===== src/rtl/vote_pkg.sv =====
// Shared types and constants for the 5-voter session controller and its popcount helper.
package vote_pkg;

    typedef enum logic [1:0] {
        ST_IDLE,
        ST_OPEN,
        ST_TALLY,
        ST_RESULT
    } vote_state_t;

    localparam int unsigned N_VOTERS      = 5;
    localparam int unsigned MAJ_THRESHOLD = 3;
    localparam int unsigned COUNT_W       = 3;

endpackage


===== src/rtl/vote_popcount5.sv =====
// Combinational 5-bit popcount with a majority (>= MAJ_THRESHOLD) flag.
module vote_popcount5
    import vote_pkg::*;
(
    input  logic [N_VOTERS-1:0] bits,
    output logic [COUNT_W-1:0]  count,
    output logic                majority
);

    always_comb begin
        count = '0;
        for (int unsigned i = 0; i < N_VOTERS; i++) begin
            count = count + COUNT_W'(bits[i]);
        end
        majority = (count >= COUNT_W'(MAJ_THRESHOLD));
    end

endmodule


===== src/rtl/vote_session_ctrl.sv =====
// Timed voting-window controller: captures one ballot per voter, tallies, holds the decision.
// Optional macro VOTE_SYNC_EN adds 2-flop synchronizers on vote_yes, vote_no, start and abort.
module vote_session_ctrl
    import vote_pkg::*;
#(
    parameter int unsigned WINDOW_CYCLES = 1000,
    parameter int unsigned CNT_W         = 10
) (
    input  logic                clk,
    input  logic                rst_n,
    input  logic                start,
    input  logic                abort,
    input  logic [N_VOTERS-1:0] vote_yes,
    input  logic [N_VOTERS-1:0] vote_no,
    output logic                busy,
    output logic [N_VOTERS-1:0] voted_mask,
    output logic                result_valid,
    output logic                pass,
    output logic [COUNT_W-1:0]  yes_count,
    output logic                timeout
);

    localparam logic [CNT_W-1:0] CNT_LAST = CNT_W'(WINDOW_CYCLES - 1);

    logic [N_VOTERS-1:0] yes_in, no_in;
    logic                start_in, abort_in;

`ifdef VOTE_SYNC_EN
    logic [N_VOTERS-1:0] yes_s1_q, yes_s2_q, no_s1_q, no_s2_q;
    logic                start_s1_q, start_s2_q, abort_s1_q, abort_s2_q;

    always_ff @(posedge clk or negedge rst_n) begin
        if (!rst_n) begin
            yes_s1_q   <= '0;
            yes_s2_q   <= '0;
            no_s1_q    <= '0;
            no_s2_q    <= '0;
            start_s1_q <= 1'b0;
            start_s2_q <= 1'b0;
            abort_s1_q <= 1'b0;
            abort_s2_q <= 1'b0;
        end else begin
            yes_s1_q   <= vote_yes;
            yes_s2_q   <= yes_s1_q;
            no_s1_q    <= vote_no;
            no_s2_q    <= no_s1_q;
            start_s1_q <= start;
            start_s2_q <= start_s1_q;
            abort_s1_q <= abort;
            abort_s2_q <= abort_s1_q;
        end
    end

    always_comb begin
        yes_in   = yes_s2_q;
        no_in    = no_s2_q;
        start_in = start_s2_q;
        abort_in = abort_s2_q;
    end
`else
    always_comb begin
        yes_in   = vote_yes;
        no_in    = vote_no;
        start_in = start;
        abort_in = abort;
    end
`endif

    vote_state_t         state_q, state_d;
    logic [N_VOTERS-1:0] voted_q, voted_d;
    logic [N_VOTERS-1:0] ballot_q, ballot_d;
    logic [CNT_W-1:0]    cnt_q, cnt_d;
    logic                pass_q, pass_d;
    logic [COUNT_W-1:0]  yes_count_q, yes_count_d;
    logic                timeout_q, timeout_d;
    logic                busy_q, busy_d;
    logic                result_valid_q, result_valid_d;

    logic [N_VOTERS-1:0] capture, mask_next;
    logic [COUNT_W-1:0]  tally_count;
    logic                tally_pass;
    logic                clear_session;

    vote_popcount5 u_popcount (
        .bits     (ballot_q),
        .count    (tally_count),
        .majority (tally_pass)
    );

    always_comb begin
        state_d       = state_q;
        voted_d       = voted_q;
        ballot_d      = ballot_q;
        cnt_d         = cnt_q;
        pass_d        = pass_q;
        yes_count_d   = yes_count_q;
        timeout_d     = timeout_q;
        clear_session = 1'b0;

        // Only unlocked voters with exactly one button pressed capture.
        capture   = ~voted_q & (yes_in ^ no_in);
        mask_next = voted_q | capture;

        unique case (state_q)
            ST_IDLE: begin
                if (start_in) begin
                    state_d       = ST_OPEN;
                    clear_session = 1'b1;
                end
            end
            ST_OPEN: begin
                if (abort_in) begin
                    state_d       = ST_IDLE;
                    clear_session = 1'b1;
                end else begin
                    voted_d  = mask_next;
                    ballot_d = ballot_q | (capture & yes_in);
                    cnt_d    = cnt_q + CNT_W'(1);
                    if (&mask_next) begin
                        state_d   = ST_TALLY;
                        timeout_d = 1'b0;
                    end else if (cnt_q == CNT_LAST) begin
                        state_d   = ST_TALLY;
                        timeout_d = 1'b1;
                    end
                end
            end
            ST_TALLY: begin
                yes_count_d = tally_count;
                pass_d      = tally_pass;
                state_d     = ST_RESULT;
            end
            ST_RESULT: begin
                if (abort_in) begin
                    state_d       = ST_IDLE;
                    clear_session = 1'b1;
                end else if (start_in) begin
                    state_d       = ST_OPEN;
                    clear_session = 1'b1;
                end
            end
            default: begin
                state_d       = ST_IDLE;
                clear_session = 1'b1;
            end
        endcase

        if (clear_session) begin
            voted_d     = '0;
            ballot_d    = '0;
            cnt_d       = '0;
            pass_d      = 1'b0;
            yes_count_d = '0;
            timeout_d   = 1'b0;
        end

        busy_d         = (state_d == ST_OPEN) || (state_d == ST_TALLY);
        result_valid_d = (state_d == ST_RESULT);
    end

    always_ff @(posedge clk or negedge rst_n) begin
        if (!rst_n) begin
            state_q        <= ST_IDLE;
            voted_q        <= '0;
            ballot_q       <= '0;
            cnt_q          <= '0;
            pass_q         <= 1'b0;
            yes_count_q    <= '0;
            timeout_q      <= 1'b0;
            busy_q         <= 1'b0;
            result_valid_q <= 1'b0;
        end else begin
            state_q        <= state_d;
            voted_q        <= voted_d;
            ballot_q       <= ballot_d;
            cnt_q          <= cnt_d;
            pass_q         <= pass_d;
            yes_count_q    <= yes_count_d;
            timeout_q      <= timeout_d;
            busy_q         <= busy_d;
            result_valid_q <= result_valid_d;
        end
    end

    always_comb begin
        busy         = busy_q;
        voted_mask   = voted_q;
        result_valid = result_valid_q;
        pass         = pass_q;
        yes_count    = yes_count_q;
        timeout      = timeout_q;
    end

endmodule


===== config.mk =====
export PLATFORM = sky130hd
export DESIGN_NAME = vote_session_ctrl
export DESIGN_NICKNAME = d
export VERILOG_FILES = /design/src/rtl/vote_pkg.sv /design/src/rtl/vote_popcount5.sv /design/src/rtl/vote_session_ctrl.sv
export SDC_FILE = /design/constraint.sdc
export NUM_CORES = 1
export LEC_CHECK = 0
export BUFFER_PORTS_ARGS = -buffer_cell sky130_fd_sc_hd__buf_2
export CAP_MARGIN = 20
export CORE_MARGIN = 5
export CORE_UTILIZATION = 35
export DETAILED_ROUTE_END_ITERATION = 8
export MAX_ROUTING_LAYER = met4
export PLACE_DENSITY = 0.57
export SYNTH_ARGS = -nofsm -noshare
export SYNTH_HDL_FRONTEND = slang
export SYNTH_HIERARCHICAL = 1
export SYNTH_SLANG_ARGS = --single-unit

===== constraint.sdc =====
create_clock -name clk -period 2.3 [get_ports clk]
set_clock_uncertainty 0.2 [all_clocks]
set_input_delay 0.575 -clock clk [delete_from_list [all_inputs] [get_ports clk]]
set_output_delay 0.575 -clock clk [all_outputs]
set_load 0.02 [all_outputs]

==> results of run 1 <==
-- layout by cell type (no fill, tap or decap), types with 2 or more instances in the layout --
| cell | n |
|---|---|
| sky130_fd_sc_hd__or4_1 | 3 |
| sky130_fd_sc_hd__a31oi_1 | 6 |
| sky130_fd_sc_hd__nand4_1 | 3 |
| sky130_fd_sc_hd__buf_2 | 25 |
| sky130_fd_sc_hd__a21o_1 | 3 |
| sky130_fd_sc_hd__buf_4 | 5 |
| sky130_fd_sc_hd__a21oi_1 | 14 |
| sky130_fd_sc_hd__nor2_1 | 24 |
| sky130_fd_sc_hd__a22o_1 | 2 |
| sky130_fd_sc_hd__clkbuf_8 | 6 |
| sky130_fd_sc_hd__o22ai_1 | 2 |
| sky130_fd_sc_hd__ha_1 | 2 |
| sky130_fd_sc_hd__o31ai_1 | 4 |
| sky130_fd_sc_hd__xnor2_1 | 3 |
| sky130_fd_sc_hd__xor2_1 | 5 |
| sky130_fd_sc_hd__o21ai_0 | 4 |
| sky130_fd_sc_hd__nand3_1 | 6 |
| sky130_fd_sc_hd__a211oi_1 | 3 |
| sky130_fd_sc_hd__inv_1 | 8 |
| sky130_fd_sc_hd__dfrtp_1 | 29 |
| sky130_fd_sc_hd__nand2_1 | 9 |
-- cells in the mapped netlist, types with 2 or more instances --
library cell and instances:
sky130_fd_sc_hd__xor2_1 5, sky130_fd_sc_hd__nor2_1 24, sky130_fd_sc_hd__ha_1 3, sky130_fd_sc_hd__a21o_1 3, sky130_fd_sc_hd__nand3_1 6, sky130_fd_sc_hd__dfrtp_1 29
sky130_fd_sc_hd__a21oi_1 14, sky130_fd_sc_hd__o31ai_1 4, sky130_fd_sc_hd__a22o_1 2, sky130_fd_sc_hd__xnor2_1 3, sky130_fd_sc_hd__nand2_1 9, sky130_fd_sc_hd__or4_1 3
sky130_fd_sc_hd__a31oi_1 6, sky130_fd_sc_hd__fa_1 2, sky130_fd_sc_hd__clkbuf_1 3, sky130_fd_sc_hd__inv_1 9, sky130_fd_sc_hd__o21ai_0 5, sky130_fd_sc_hd__a211oi_1 3
sky130_fd_sc_hd__o22ai_1 2, sky130_fd_sc_hd__nand4_1 3
-- per-layer routing --
metal | vias to the layer above | share of wire (%)
li1 | 612 | -
met1 | 609 | 46
met2 | 34 | 47
met3 | 4 | 5.6
met4 | 0 | 0.54
met5 | - | 0
-- final timing paths --
check,startpoint,endpoint,cells after the start
worst max-delay path,ballot_q[3],pass,8
worst min-delay path,rst_n,cnt_q[5],1
worst max register to register,ballot_q[3],pass,8
worst min register to register,ballot_q[1],ballot_q[1],2
max in group asynchronous,rst_n,yes_count[2],1
min in group clk,ballot_q[1],ballot_q[1],2
-- power by group --
group | switching, mW | leakage, nW | internal [mW]
Combinational | 0.287 | 0.400 | 0.199
Clock | 0.184 | 0.0443 | 0.237
Sequential | 0.0814 | 0.392 | 0.590
-- cell type report --
type | count | area, sq um
fillers | 399 | 2250
multi-input cells | 111 | 703
inverters | 9 | 33.8
clock buffers | 7 | 86.3
repair buffers | 30 | 163
well taps | 50 | 62.6
flip-flops and latches | 29 | 726
-- flip-flops by register name (all words and copies together), names as in the netlist --
| name | count |
|---|---|
| cnt_q | 10 |
| result_valid | 1 |
| voted_mask | 5 |
| busy | 1 |
| ballot_q | 5 |
| state_q | 2 |
| timeout | 1 |
| pass | 1 |
| yes_count | 3 |
-- worst reg2reg max path, stage by stage (launching register included) --
cell and delay [ns]:
sky130_fd_sc_hd__dfrtp_1 0.34, sky130_fd_sc_hd__inv_1 0.06, sky130_fd_sc_hd__fa_1 0.53, sky130_fd_sc_hd__inv_1 0.06, sky130_fd_sc_hd__fa_2 0.37, sky130_fd_sc_hd__ha_4 0.23, sky130_fd_sc_hd__a21o_1 0.16, sky130_fd_sc_hd__nand2_1 0.05
sky130_fd_sc_hd__o21ai_1 0.06
-- cells by family after synthesis --
kind of cell	synth area share [%]
DFF	49.4
adders and majority gates	5.28
buffers and inverters	3.83
and+or+nand+nor	17.6
xor gates and xnor gates	4.77
AOI/OAI and AO/OA	19.1
-- timing repair --
| action | in CTS | in global routing |
|---|---|---|
| pin swaps | 1 | 3 |
| resized for setup | 1 | 3 |
| setup buffers | 2 | 1 |
| hold endpoints to repair | 0 | 0 |
| gates cloned | 0 | 0 |
| setup endpoints to repair | 1 | 2 |
-- stage by stage --
step | util (%) | power [mW] | area, sq um | cells | hold slack (ns)
4_1_cts | 43.5 | 1.57 | 1750 | 235 | 0.151
3_5_place_dp | 41.0 | 1.12 | 1650 | 226 | 0.293
3_3_place_gp | 41.0 | 1.10 | 1650 | 226 | 0.278
6_report | 44.0 | 1.58 | 1770 | 236 | 0.116
2_1_floorplan | - | 0.976 | 1470 | 153 | 0.0794
5_1_grt | 44.0 | 1.69 | 1770 | 236 | 0.176
==> flow_results.org, run 1 <==
** Floorplan
- Area of the core :: 0.00403 sq mm
- Count of boundary I/O pins :: 26
- The floorplan step set the die width to 74.8 um.
- The die covers 0.00560 sq mm.
- In this run the core area contains 23 standard-cell rows.
- Once the floorplan was initialized, standard cells occupied 36.5% of the core.
- Die Y-Extent :: 74.8 um

** Detailed routing
- Via density per instance :: 5.33
- Drt initial violations :: 62
- Number of iterations in the first detailed-routing pass :: 4
- DRC violations left :: 0
- Post-DR wirelength/cell :: 14.2 um
- The routed layout has 1259 vias.
- In this run the remaining antenna-violating nets after routing total 0.
- Post-detailed-routing wire length :: 3.36 mm

** Critical path
- Largest delay share family, worst path :: adder cells
- For this design, the slowest cell found on the critical path is sky130_fd_sc_hd__fa_1.
- Data arrival time at the worst-slack endpoint :: 2.14 ns
- Along the worst path, the maximum fanout reaches 2.
- The critical path is of the register to register type.
- Together, buffers and inverters on the worst path number 2.
- The critical path goes through inv_1 -> fa_1 -> inv_1 -> fa_2 -> ha_4 -> a21o_1 -> nand2_1 -> o21ai_1.
- Worst stage delay on the critical path :: 0.53 ns
- Startpoint kind of the worst setup timing path :: register
- STA puts the critical path data required time at 2.23 ns.
- Internal reg-to-reg setup slack :: 0.09 ns
- In this design, the critical path's most frequently occurring cell is sky130_fd_sc_hd__inv_1.
- The worst setup path is captured at a register.

** Logic synthesis
- Total standard cell area after synthesis :: 0.00147 sq mm
- Post-synthesis cell type with the largest combined area :: sky130_fd_sc_hd__dfrtp_1
- Fraction of the yosys area taken by sequential cells :: 49.4%
- Area share of the leading cell type in the synthesized netlist :: 49.4%
- By area the synthesized netlist is led by sky130_fd_sc_hd__dfrtp_1, sky130_fd_sc_hd__nor2_1, sky130_fd_sc_hd__a21oi_1.
- FFs w/ async S/R, synth :: 100%
- After synthesis, the netlist uses 35 different library cells.
- EDFF count, synth :: 0
- Warnings from Yosys :: 6
- Yosys reg bits :: 29
- Synthesis produced a netlist whose cell count is 153.
- Most common flop cell mapped by yosys :: sky130_fd_sc_hd__dfrtp_1
- The average instance in the mapped netlist occupies 9.61 sq um.
- Syn_nets :: 172

** Global routing
- Global-route track usage on met2 :: 22.0%
- Entering global routing, the biggest net connects 30 pins.
- Initial antenna violation count :: 0
- Number of global-route vias before repair :: 1293
- Layer with the highest usage :: met2
- For this run the aggregate overflow at the end of global routing stands at 0.
- In the global route stage, overall resource usage came out at 14.0%.
- GRT met1 Usage :: 17.3%
- Routing usage on met3 :: 4.67%
- First-pass GRT wire length :: 5.79 mm

** Cells and area
- For this run, the post-layout net count is 205.
- Relative to the synthesized area, the layout overhead comes to 20.7%.
- Antenna diode count :: 0
- Of the cells placed in the final design, the portion with a size suffix greater than 1 is 22.0%.

** STA
- Of the available clock period, the critical path in the final layout requires 95.9%.
- Counting I/O delays and the setup requirement, the final critical path takes 2.21 ns.
- Setup violations remaining at the end of the flow were counted as 0.
- At the pin with the least slew margin, the transition time is 0.834 ns.
- Max Freq :: 0.453 GHz
- Accumulated negative setup slack :: 0 ns
- Min setup slack post-route :: 0.0935 ns
- Max-slew headroom :: 44.4%
- The number of pins exceeding their max-slew limit in the final report was 0.
- The final hold violation count came to 0.

** Clock tree
- In this run the clock root is driven by a sky130_fd_sc_hd__clkbuf_8.
- The clock passes through at most 2 buffers.
- Clock tree synthesis found a total of 29 sinks.
- TritonCTS built the clock tree.
- Clock-pin slew reported for the worst setup and hold paths after clock tree synthesis :: 0.06 ns
- H-tree levels :: 2
- Number of buffers created by CTS :: 5
- Clock insertion delay at the later pin of the skew report :: 0.28 ns
- Hold repair after CTS inserted 0 buffers.

** Placed design
- The congestion estimate from routability-driven global placement came to 0.779.
- Input and output buffers added on the ports amount to 25.
- Before CTS, the worst setup slack after placement is -0.0225 ns.
- DPL Wire Length :: 2.45 mm

** Worst hold path
- The tightest min-delay check is of the input pin to async pin type.

** Job
- The tool flagged a number of max-cap violations equal to 0.

** Power
- Leakage power total :: 0.836 nW
- Maximum vdd drop :: 0.455 mV
- Cell Pwr Density :: 889 mW/mm^2

** Status
- The flow ran to the end, and the final reports show no timing, DRC or antenna violations.
(Power assumes the default switching activity.)
==> run 2: changes to the inputs <==
--- a/config.mk
+++ b/config.mk
@@ -11,7 +11,7 @@
 export CORE_UTILIZATION = 35
 export DETAILED_ROUTE_END_ITERATION = 8
 export MAX_ROUTING_LAYER = met4
-export PLACE_DENSITY = 0.57
+export PLACE_DENSITY = 0.54
 export SYNTH_ARGS = -nofsm -noshare
 export SYNTH_HDL_FRONTEND = slang
 export SYNTH_HIERARCHICAL = 1
==> run 2 against run 1 <==
  * Sequential cell count unchanged
  * Power rose by 0.77%
  * Non-clock buffer count decreased by 1
  * Combinational power is 4.9% lower
  * Sequential power shrank 0.7%
  * Count of clock-buffer cells in the layout unchanged
  * First-iteration DRC count decreased by 31%
  * Design area rose by 0.42%
  * Setup slack improved by 0.018 ns
  * Fmax increased by 0.81%
  * Critical endpoint unchanged
  * Largest power group unchanged
==> flow_results.org, run 2 (synthesis gave the netlist of run 1 again) <==
** Status
- Run status :: finished clean

** Worst hold path
- The path class of the tightest hold or removal check is input pin to async pin.

** STA
- The final hold violation count was 0.
- Max-slew headroom :: 45.7%
- Final setup viols :: 0
- Timing would allow up to 0.457 GHz.
- Unrepaired setup endpoints after global routing :: false
- Hold slack final :: 0.120 ns
- The number of pins exceeding their max-slew limit in the final report was 0.
- Tightest Pin Transition :: 0.814 ns
- Ratio of final minimum period to clock period :: 95.2%
- The smallest clock period supported by the final layout is computed as 2.19 ns.
- Across all setup checks in the final design, the least slack found is 0.111 ns.
- Accumulated negative setup slack :: 0 ns

** Critical path
- The largest individual stage delay along the critical path comes from the cell sky130_fd_sc_hd__fa_1.
- For this run, the slowest stage of the critical path takes 0.53 ns.
- The worst setup path is launched from a register.
- STA classifies the critical path endpoint as a register.
- The critical path crosses 8 cells after its start point.
- The most numerous cell type found on the critical path is sky130_fd_sc_hd__inv_1.
- STA puts the critical path data required time at 2.23 ns.
- In this design, the largest share of critical-path delay is due to adder cells.
- Cells along the critical path :: inv_1 -> fa_1 -> inv_1 -> fa_2 -> ha_4 -> a21o_1 -> nand2_1 -> o21ai_1
- Data arrival time at the worst-slack endpoint :: 2.12 ns
- Counting both buffers and inverters, the worst setup path holds a total of 2.
- By startpoint and endpoint, the worst setup path is classified as register to register.
- CP Max Fanout :: 2
- FF-to-FF path depth :: 8

** Power
- Power spent charging and discharging nets :: 0.547 mW
- Cell internal power was estimated by the tool at 1.04 mW.
- In this run the static leakage power is 0.841 nW.
- Clock power frac :: 29.0%
- Cell Pwr Density :: 893 mW/mm^2
- Net switching is 34.4% of the power.
- VDD sags by at most 0.330 mV.
- Share of power burned in combinational logic :: 29.1%
- Part of the total power dissipated in sequential elements :: 41.9%

** Floorplan
- The die covers 0.00560 sq mm.
- For this configuration, the core starts out at a cell density of 36.5%.
- Std-Cell Rows :: 23
- 26 I/O pins were placed.
- Die Y-Extent :: 74.8 um
- Area of the core :: 0.00403 sq mm
- From left edge to right edge, the die measures 74.8 um.

** Global routing
- First-pass GRT wire length :: 5.69 mm
- In the global route stage, overall resource usage came out at 13.9%.
- Total global routing overflow :: 0
- The via count of the first global-routing pass came to 1266.
- The number of antenna violations at the first check in global routing came to 0.
- Maximum number of pins on one net before global-route repair :: 30

** Placed design
- IO buf count :: 25
- OpenSTA, run right after detailed placement, puts the worst setup slack at 0.0244 ns.
- Routability congestion estimate :: 0.785
- DPL Wire Length :: 2.41 mm

** Cells and area
- Of the cells placed in the final design, the portion with a size suffix greater than 1 is 22.0%.
- Highest-count cells in the layout ignoring fill and taps :: sky130_fd_sc_hd__dfrtp_1, sky130_fd_sc_hd__buf_2, sky130_fd_sc_hd__nor2_1
- Most flop-heavy register :: cnt_q
- Area growth, synth to finish :: 21.2%
- The library cell used most frequently in the layout, excluding fill and tap cells, is sky130_fd_sc_hd__dfrtp_1.
- The final layout contains 204 nets.
- The register with the most flip-flops in the layout has 10 of them.
- The number of antenna diodes in the final layout is 0.

** Detailed routing
- Post-DR wirelength/cell :: 13.7 um
- Summed over all layers, the routed wires come to 3.24 mm.
- In the routed design, unresolved DRC markers number 0.
- Drt initial violations :: 43
- ANT nets after route :: 0
- Via density per instance :: 5.32
- Number of iterations in the first detailed-routing pass :: 4
- Vias :: 1255

** Clock tree
- The H-tree was split into 2 levels.
- In this run the deepest clock path goes through 2 buffers.
- TritonCTS sink count :: 29
- TritonCTS built the clock tree.
- Clock tree synthesis selected as its root buffer the cell sky130_fd_sc_hd__clkbuf_8.
- In this run, post-CTS hold repair placed 0 buffers.
- Counting the buffers created by CTS gives 5.
- Clock-pin slew was measured on the worst setup and hold paths at 0.06 ns.
- Clock insertion delay at the later pin of the skew report :: 0.28 ns

** Job
- Max capacitance violation total :: 0
==> run 2: changes by cell type in the layout (fill, tap and decap cells not counted) <==
cell	change
sky130_fd_sc_hd__buf_4	-1
sky130_fd_sc_hd__clkbuf_1	-1
sky130_fd_sc_hd__clkbuf_8	+1
sky130_fd_sc_hd__clkinv_2	+1
sky130_fd_sc_hd__inv_1	+1
sky130_fd_sc_hd__inv_2	-1
==> run 2: metal layers <==
metal	routed length (um)	share of wire (%)	global-route usage, %
met5	0	0	-
met3	170	5.3	4.41
met2	1490	46	22.0
met1	1520	47	16.6
met4	53	1.6	4.94
==> run 2: power groups by stage <==
stage / combinational, mW / clock, mW / sequential (mW)
floorplan: 0.276 / 0 / 0.699
global placement: 0.429 / 0 / 0.674
detailed placement: 0.437 / 0 / 0.676
CTS: 0.439 / 0.474 / 0.668
global route: 0.530 / 0.503 / 0.684
finish: 0.462 / 0.462 / 0.666
==> run 2: what timing repair did <==
item,4_1_cts,5_1_grt
resized for setup,0,3
endpoints found under the setup margin,0,1
setup buffers,0,2
endpoints found under the hold margin,0,0
==> run 2: final timing paths <==
kind                            slack (ns)            to        start
max in group asynchronous             1.35  yes_count[2]        rst_n
worst min-delay path                  0.12      cnt_q[2]        rst_n
worst max register to register        0.11          pass  ballot_q[0]
worst max-delay path                  0.11          pass  ballot_q[0]
min in group clk                      0.31   ballot_q[3]  ballot_q[3]
worst min register to register        0.31   ballot_q[3]  ballot_q[3]
==> run 2: stage by stage <==
step / std cells / total power, mW / util (%) / instance area [sq um]
final: 236 / 1.59 / 44.2 / 1780
after global routing: 236 / 1.72 / 44.2 / 1780
after CTS: 234 / 1.58 / 43.5 / 1750
after detailed placement: 226 / 1.11 / 41.0 / 1650
after global placement: 226 / 1.10 / 41.0 / 1650
after floorplan: 153 / 0.976 / - / 1470
==> run 2: cell type report <==
| type | instances | area [sq um] |
|---|---|---|
| fillers | 403 | 2250 |
| flip-flops and latches | 29 | 726 |
| multi-input cells | 111 | 703 |
| repair buffers | 29 | 155 |
| clock buffers | 7 | 96.3 |
| well taps | 50 | 62.6 |
| inverters | 9 | 33.8 |
| clock inverters | 1 | 5.00 |
